--- src/rtl/dpwm_pkg.sv ---
// Shared constants and the terminal-count rule for the DPWM carrier counter.
package dpwm_pkg;

    localparam logic MODE_SAW = 1'b0;
    localparam logic MODE_TRI = 1'b1;

    localparam logic DIR_UP   = 1'b0;
    localparam logic DIR_DOWN = 1'b1;

    // The caller does the width-dependent compares, so one function serves every WIDTH.
    function automatic logic is_terminal(
        input logic mode,
        input logic dir,
        input logic at_period,
        input logic at_one,
        input logic period_zero
    );
        if (period_zero)
            return 1'b1;
        if (mode == MODE_SAW)
            return at_period;
        return (dir == DIR_DOWN) && at_one;
    endfunction

endpackage

--- src/rtl/dpwm_shadow_reg.sv ---
// Pending + shadow double buffer for {period, duty, mode}.
// A new setting moves into the shadow copy only at a wrap, or directly while counting is disabled.
module dpwm_shadow_reg #(
    parameter int            DW      = 17,
    parameter logic [DW-1:0] RST_VAL = '0
) (
    input  logic          clk,
    input  logic          rst,
    input  logic          en,
    input  logic          load,
    input  logic          wrap,
    input  logic [DW-1:0] din,
    output logic [DW-1:0] dout,
    output logic [DW-1:0] dout_next
);

    logic [DW-1:0] pend_q;
    logic          pend;

    // NOTE: every always_comb output gets a default first, so no path can infer a latch.
    always_comb begin
        dout_next = dout;
        if (load && !en)
            dout_next = din;
        else if (wrap && pend)
            dout_next = pend_q;
    end

    // NOTE: state is updated with <= so every register samples pre-edge values;
    // a wrap that coincides with a load therefore transfers the older pending value.
    always_ff @(posedge clk) begin
        if (rst) begin
            dout   <= RST_VAL;
            pend_q <= '0;
            pend   <= 1'b0;
        end else begin
            dout <= dout_next;
            if (load) begin
                pend_q <= din;
                pend   <= 1'b1;
            end else if (wrap) begin
                pend <= 1'b0;
            end
        end
    end

endmodule

--- src/rtl/dpwm_counter_n.sv ---
// DPWM carrier: sawtooth/triangle counter with double-buffered period, duty and mode,
// and a registered comparator that stays cycle-aligned with Count.
module dpwm_counter_n
    import dpwm_pkg::*;
#(
    parameter int               WIDTH      = 8,
    parameter logic [WIDTH-1:0] PERIOD_RST = {WIDTH{1'b1}}
) (
    input  logic             clk,
    input  logic             rst,
    input  logic             en,
    input  logic             load,
    input  logic             mode,
    input  logic [WIDTH-1:0] period,
    input  logic [WIDTH-1:0] duty,
    output logic [WIDTH-1:0] Count,
    output logic             dir,
    output logic             tc,
    output logic             pwm_out
);

    localparam int            SW         = 2 * WIDTH + 1;
    localparam logic [SW-1:0] SHADOW_RST = {PERIOD_RST, {WIDTH{1'b0}}, MODE_SAW};

    logic [SW-1:0]    sh_q;
    logic [SW-1:0]    sh_next;
    logic [WIDTH-1:0] per_sh;
    logic             mode_sh;
    logic [WIDTH-1:0] duty_next;
    logic             terminal;
    logic             wrap;
    logic [WIDTH-1:0] count_next;
    logic             dir_next;
    logic             unused_shadow_bits;

    dpwm_shadow_reg #(
        .DW      (SW),
        .RST_VAL (SHADOW_RST)
    ) u_shadow (
        .clk       (clk),
        .rst       (rst),
        .en        (en),
        .load      (load),
        .wrap      (wrap),
        .din       ({period, duty, mode}),
        .dout      (sh_q),
        .dout_next (sh_next)
    );

    assign per_sh    = sh_q[SW-1 -: WIDTH];
    assign mode_sh   = sh_q[0];
    assign duty_next = sh_next[WIDTH:1];

    assign unused_shadow_bits = ^{sh_q[WIDTH:1], sh_next[SW-1:WIDTH+1], sh_next[0]};

    assign terminal = is_terminal(mode_sh, dir, Count == per_sh,
                                  Count == WIDTH'(1), per_sh == '0);
    assign wrap     = en && terminal;

    always_comb begin
        count_next = Count;
        dir_next   = dir;
        if (en) begin
            if (terminal) begin
                count_next = '0;
                dir_next   = DIR_UP;
            end else if (mode_sh == MODE_SAW) begin
                count_next = Count + WIDTH'(1);
                dir_next   = DIR_UP;
            end else if (dir == DIR_UP) begin
                count_next = Count + WIDTH'(1);
                dir_next   = (count_next == per_sh) ? DIR_DOWN : DIR_UP;
            end else begin
                count_next = Count - WIDTH'(1);
            end
        end
    end

    // Comparing next-state values lets pwm_out be registered without lagging Count.
    always_ff @(posedge clk) begin
        if (rst) begin
            Count   <= '0;
            dir     <= DIR_UP;
            tc      <= 1'b0;
            pwm_out <= 1'b0;
        end else begin
            Count   <= count_next;
            dir     <= dir_next;
            tc      <= wrap;
            pwm_out <= (count_next < duty_next);
        end
    end

endmodule

--- config.mk ---
export PLATFORM = sky130hd
export DESIGN_NAME = dpwm_counter_n
export DESIGN_NICKNAME = d
export VERILOG_FILES = /design/src/rtl/dpwm_pkg.sv /design/src/rtl/dpwm_shadow_reg.sv /design/src/rtl/dpwm_counter_n.sv
export SDC_FILE = /design/constraint.sdc
export NUM_CORES = 1
export LEC_CHECK = 0
export ABC_AREA = 1
export BUFFER_PORTS_ARGS = -buffer_cell sky130_fd_sc_hd__buf_2
export CAP_MARGIN = 20
export CORE_MARGIN = 3
export CORE_UTILIZATION = 62
export DETAILED_ROUTE_END_ITERATION = 8
export GPL_TIMING_DRIVEN = 0
export PLACE_DENSITY = 0.91
export SLEW_MARGIN = 20
export SYNTH_ARGS = -nofsm -noshare
export SYNTH_HDL_FRONTEND = slang
export SYNTH_SLANG_ARGS = --single-unit
--- constraint.sdc ---
create_clock -name clk -period 4.8 [get_ports clk]
set_input_delay 0.48 -clock clk [delete_from_list [all_inputs] [get_ports clk]]
set_output_delay 0.48 -clock clk [all_outputs]
set_load 0.05 [all_outputs]
==> results.yml <==
layout:
  layout-drive-gt1-share_pct: 14.6
  fin_area_um2: 2790
  seq_area_um2: 921
  fillCellCount: 297
  final_net_count: 428
  syn_to_final_growth_pct: 12.4
  diodes: 0
  multi_input_comb_area_um2: 1360
power:
  power.leakage_nw: 1.35
  seq_power_share_pct: 53.5
  pwr-share-comb_pct: 15.3
  irDropWorstVdd_mv: 0.270
  intPower_mw: 0.549
  p_sw_mw: 0.232
  switching_share_pct: 29.7
  power_density_nw_per_um2: 279
  clkPwrFrac_pct: 31.2
sta:
  maxSlewViolCount: 0
  relSlewSlack_pct: 65.8
  period_needed_ns: 2.60
  tns_ns: 0
  setup_slack_ns: 2.20
  setup_viol: 0
  timing.final.hold_violations: 0
  tightestPinTransition_ns: 0.514
  fin_skew_ns: 0.00412
  post-route-period-util_pct: 54.2
  holdWs_ns: 0.411
  fmax_mhz: 385
  rsz0062_at_grt: "no"
synth:
  syn_area_um2: 2490
  ys_ff_latch: 46
  syn_nets: 390
  syn-mean-instance-area_um2: 6.93
  synth_edf_count: 0
  synthTopCellsByArea: "dfxtp_1 37%, nand2_1 13%, nor2_1 7.4%, inv_1 5.3%, ha_1 5.0%"
  yosys_warnings: 0
  synthMostInstantiatedCell: "nand2_1"
  yosysUniqueCellTypes: 30
  ys.flop_type: "dfxtp_1"
  seq_area_frac_synth_pct: 37.0
  synthTopCellsByCount: "84 x nand2_1, 49 x nor2_1, 46 x dfxtp_1"
  syn_inst: 359
  synth_largest_area_cell: "dfxtp_1"
  synth_top_area_share_pct: 37.0
  ys_async_sr_fraction_pct: 0
drt:
  via_count: 2491
  routed_wl_um: 6080
  firstDrtPassIters: 5
  drc_errors: 0
  drt_iter0_drc: 214
  postRouteAntennaNets: 0
  vias_per_cell: 5.59
  post_drt_wl_per_cell_um: 13.6
job:
  cap_violations: 0
grt:
  grt_max_degree: 17
  grt_pass1_wl_um: 10300
  grt_overflow_total: 0
  track_usage_pct: 26.0
  grt_pass1_vias: 2175
  antenna_found_initial: 0
clocking:
  clkTransAtPathRegs_ns: 0.09
  cts_resized: 0
  ctsHoldBuffers: 0
  clockBufferDepth: 2
  postCtsSetupBuffers: 0
  clk_latency_ns: 0.30
  cts_buffers: 5
  cts_num_sinks: 46
  cts_tree: "built"
  h-tree-depth: 2
  root_buffer: "clkbuf_8"
worst_setup_path:
  slowest_delay_ns: 0.46
  worst_path_max_delay_cell: "dfxtp_1"
  end_kind: "register"
  worstPathMaxFanout: 10
  worstPathArrival_ns: 2.80
  required_ns: 5.00
  ff2ff_path_depth: 15
  cp_cell_sequence: "inv_1 > ha_1 > nand3_1 > nor2_1 > a21oi_2 > nand2_4 > nand3_4 > buf_2 > nand2_1 > nand3_1 > o21ai_1 > ha_1 > nand2_1 > o211ai_1 > a21oi_2"
  startpoint_type: "register"
  critical_path_class: "register to register"
  rrSetupSlack_ns: 2.20
placement:
  dp_hpwl_um: 4580
  pre_cts_ws_ns: 2.22
  postPlaceCellArea_um2: 2700
  io_buffers: 31
  gp_congestion: 0.909
floorplan:
  dieArea_um2: 4810
  die_y_um: 69.3
  core_um2: 3770
  rows: 22
  die_w_um: 69.3
  initial_core_util_pct: 65.9
  io_pins: 32
min_path:
  worst_hold_path_type: "input pin to register"
  whs_path_depth: 3
outcome:
  run_status: "completed"
-- registers in the layout, indices dropped and copies added (netlist names) --
register	cells
tc	1
Count	8
u_shadow.pend_q	17
u_shadow.dout	17
dir	1
u_shadow.pend	1
pwm_out	1
-- layout make-up --
type / count / share of cell area, %
Sequential cell: 46 / 33.0
Clock inverter: 3 / 0.851
Multi-Input combinational cell: 259 / 48.6
Timing Repair Buffer: 31 / 5.55
Inverter: 43 / 5.78
Clock buffer: 5 / 2.46
Tap cell: 48 / 2.15
Buffer: 11 / 1.66
-- through the flow --
stage	util, %	instances	total power, mW
2_1_floorplan	-	359	0.507
3_3_place_gp	71.6	438	0.539
3_5_place_dp	71.6	438	0.544
4_1_cts	74.1	446	0.781
5_1_grt	74.1	446	0.817
6_report	74.1	446	0.781
-- power by group through the flow --
| stage | sequential [mW] | clock (mW) | combinational (mW) |
|---|---|---|---|
| CTS | 0.417 | 0.246 | 0.119 |
| global placement | 0.425 | 0 | 0.114 |
| floorplan | 0.430 | 0 | 0.0770 |
| finish | 0.418 | 0.243 | 0.120 |
| detailed placement | 0.426 | 0 | 0.118 |
| global route | 0.419 | 0.262 | 0.136 |
-- worst paths after layout --
kind                                          start             endpoint
worst max-delay path                       Count[1]              pwm_out
worst min-delay path                        duty[2]   u_shadow.pend_q[3]
worst max register to register             Count[1]              pwm_out
worst min register to register  u_shadow.pend_q[11]  u_shadow.pend_q[11]
-- cells in the final DEF, fill, tap and decap left out, drive strengths merged, types with 5 or more instances in the layout --
cell,netlist,routed
xor2,10,10
ha,10,10
buf,2,33
a21oi,27,27
o2111ai,8,8
o21ai,30,30
dfxtp,46,46
nor2,50,50
nor3,5,5
nand2,87,87
inv,41,42
clkbuf,9,14
nand3,18,18
-- critical path: cells and delay by family, from the launching register on --
family          cells  cell delay, ns
buf+inv             2            0.40
simple gates        7            0.56
fa+ha+maj           2            0.54
compound gates      4            0.53
flops               1            0.46
-- kinds of logic after synthesis --
kind of cell    after synthesis  share of synthesized area, %
simple gates                162                          27.5
compound gates               73                          17.1
buf+inv                      54                          8.35
flops                        46                          37.0
xor+xnor                     13                          4.58
fa+ha+maj                    10                          5.03
mux                           1                         0.403
-- layer usage --
layer  wire length, um  up-vias  track usage, %
met5                 0        -               0
met4               189        0            11.1
met3               482       23            5.22
met2              2760      116            39.4
met1              2640     1109            35.9
li1                  -     1243               -
Power figures use the tool's default switching activity.
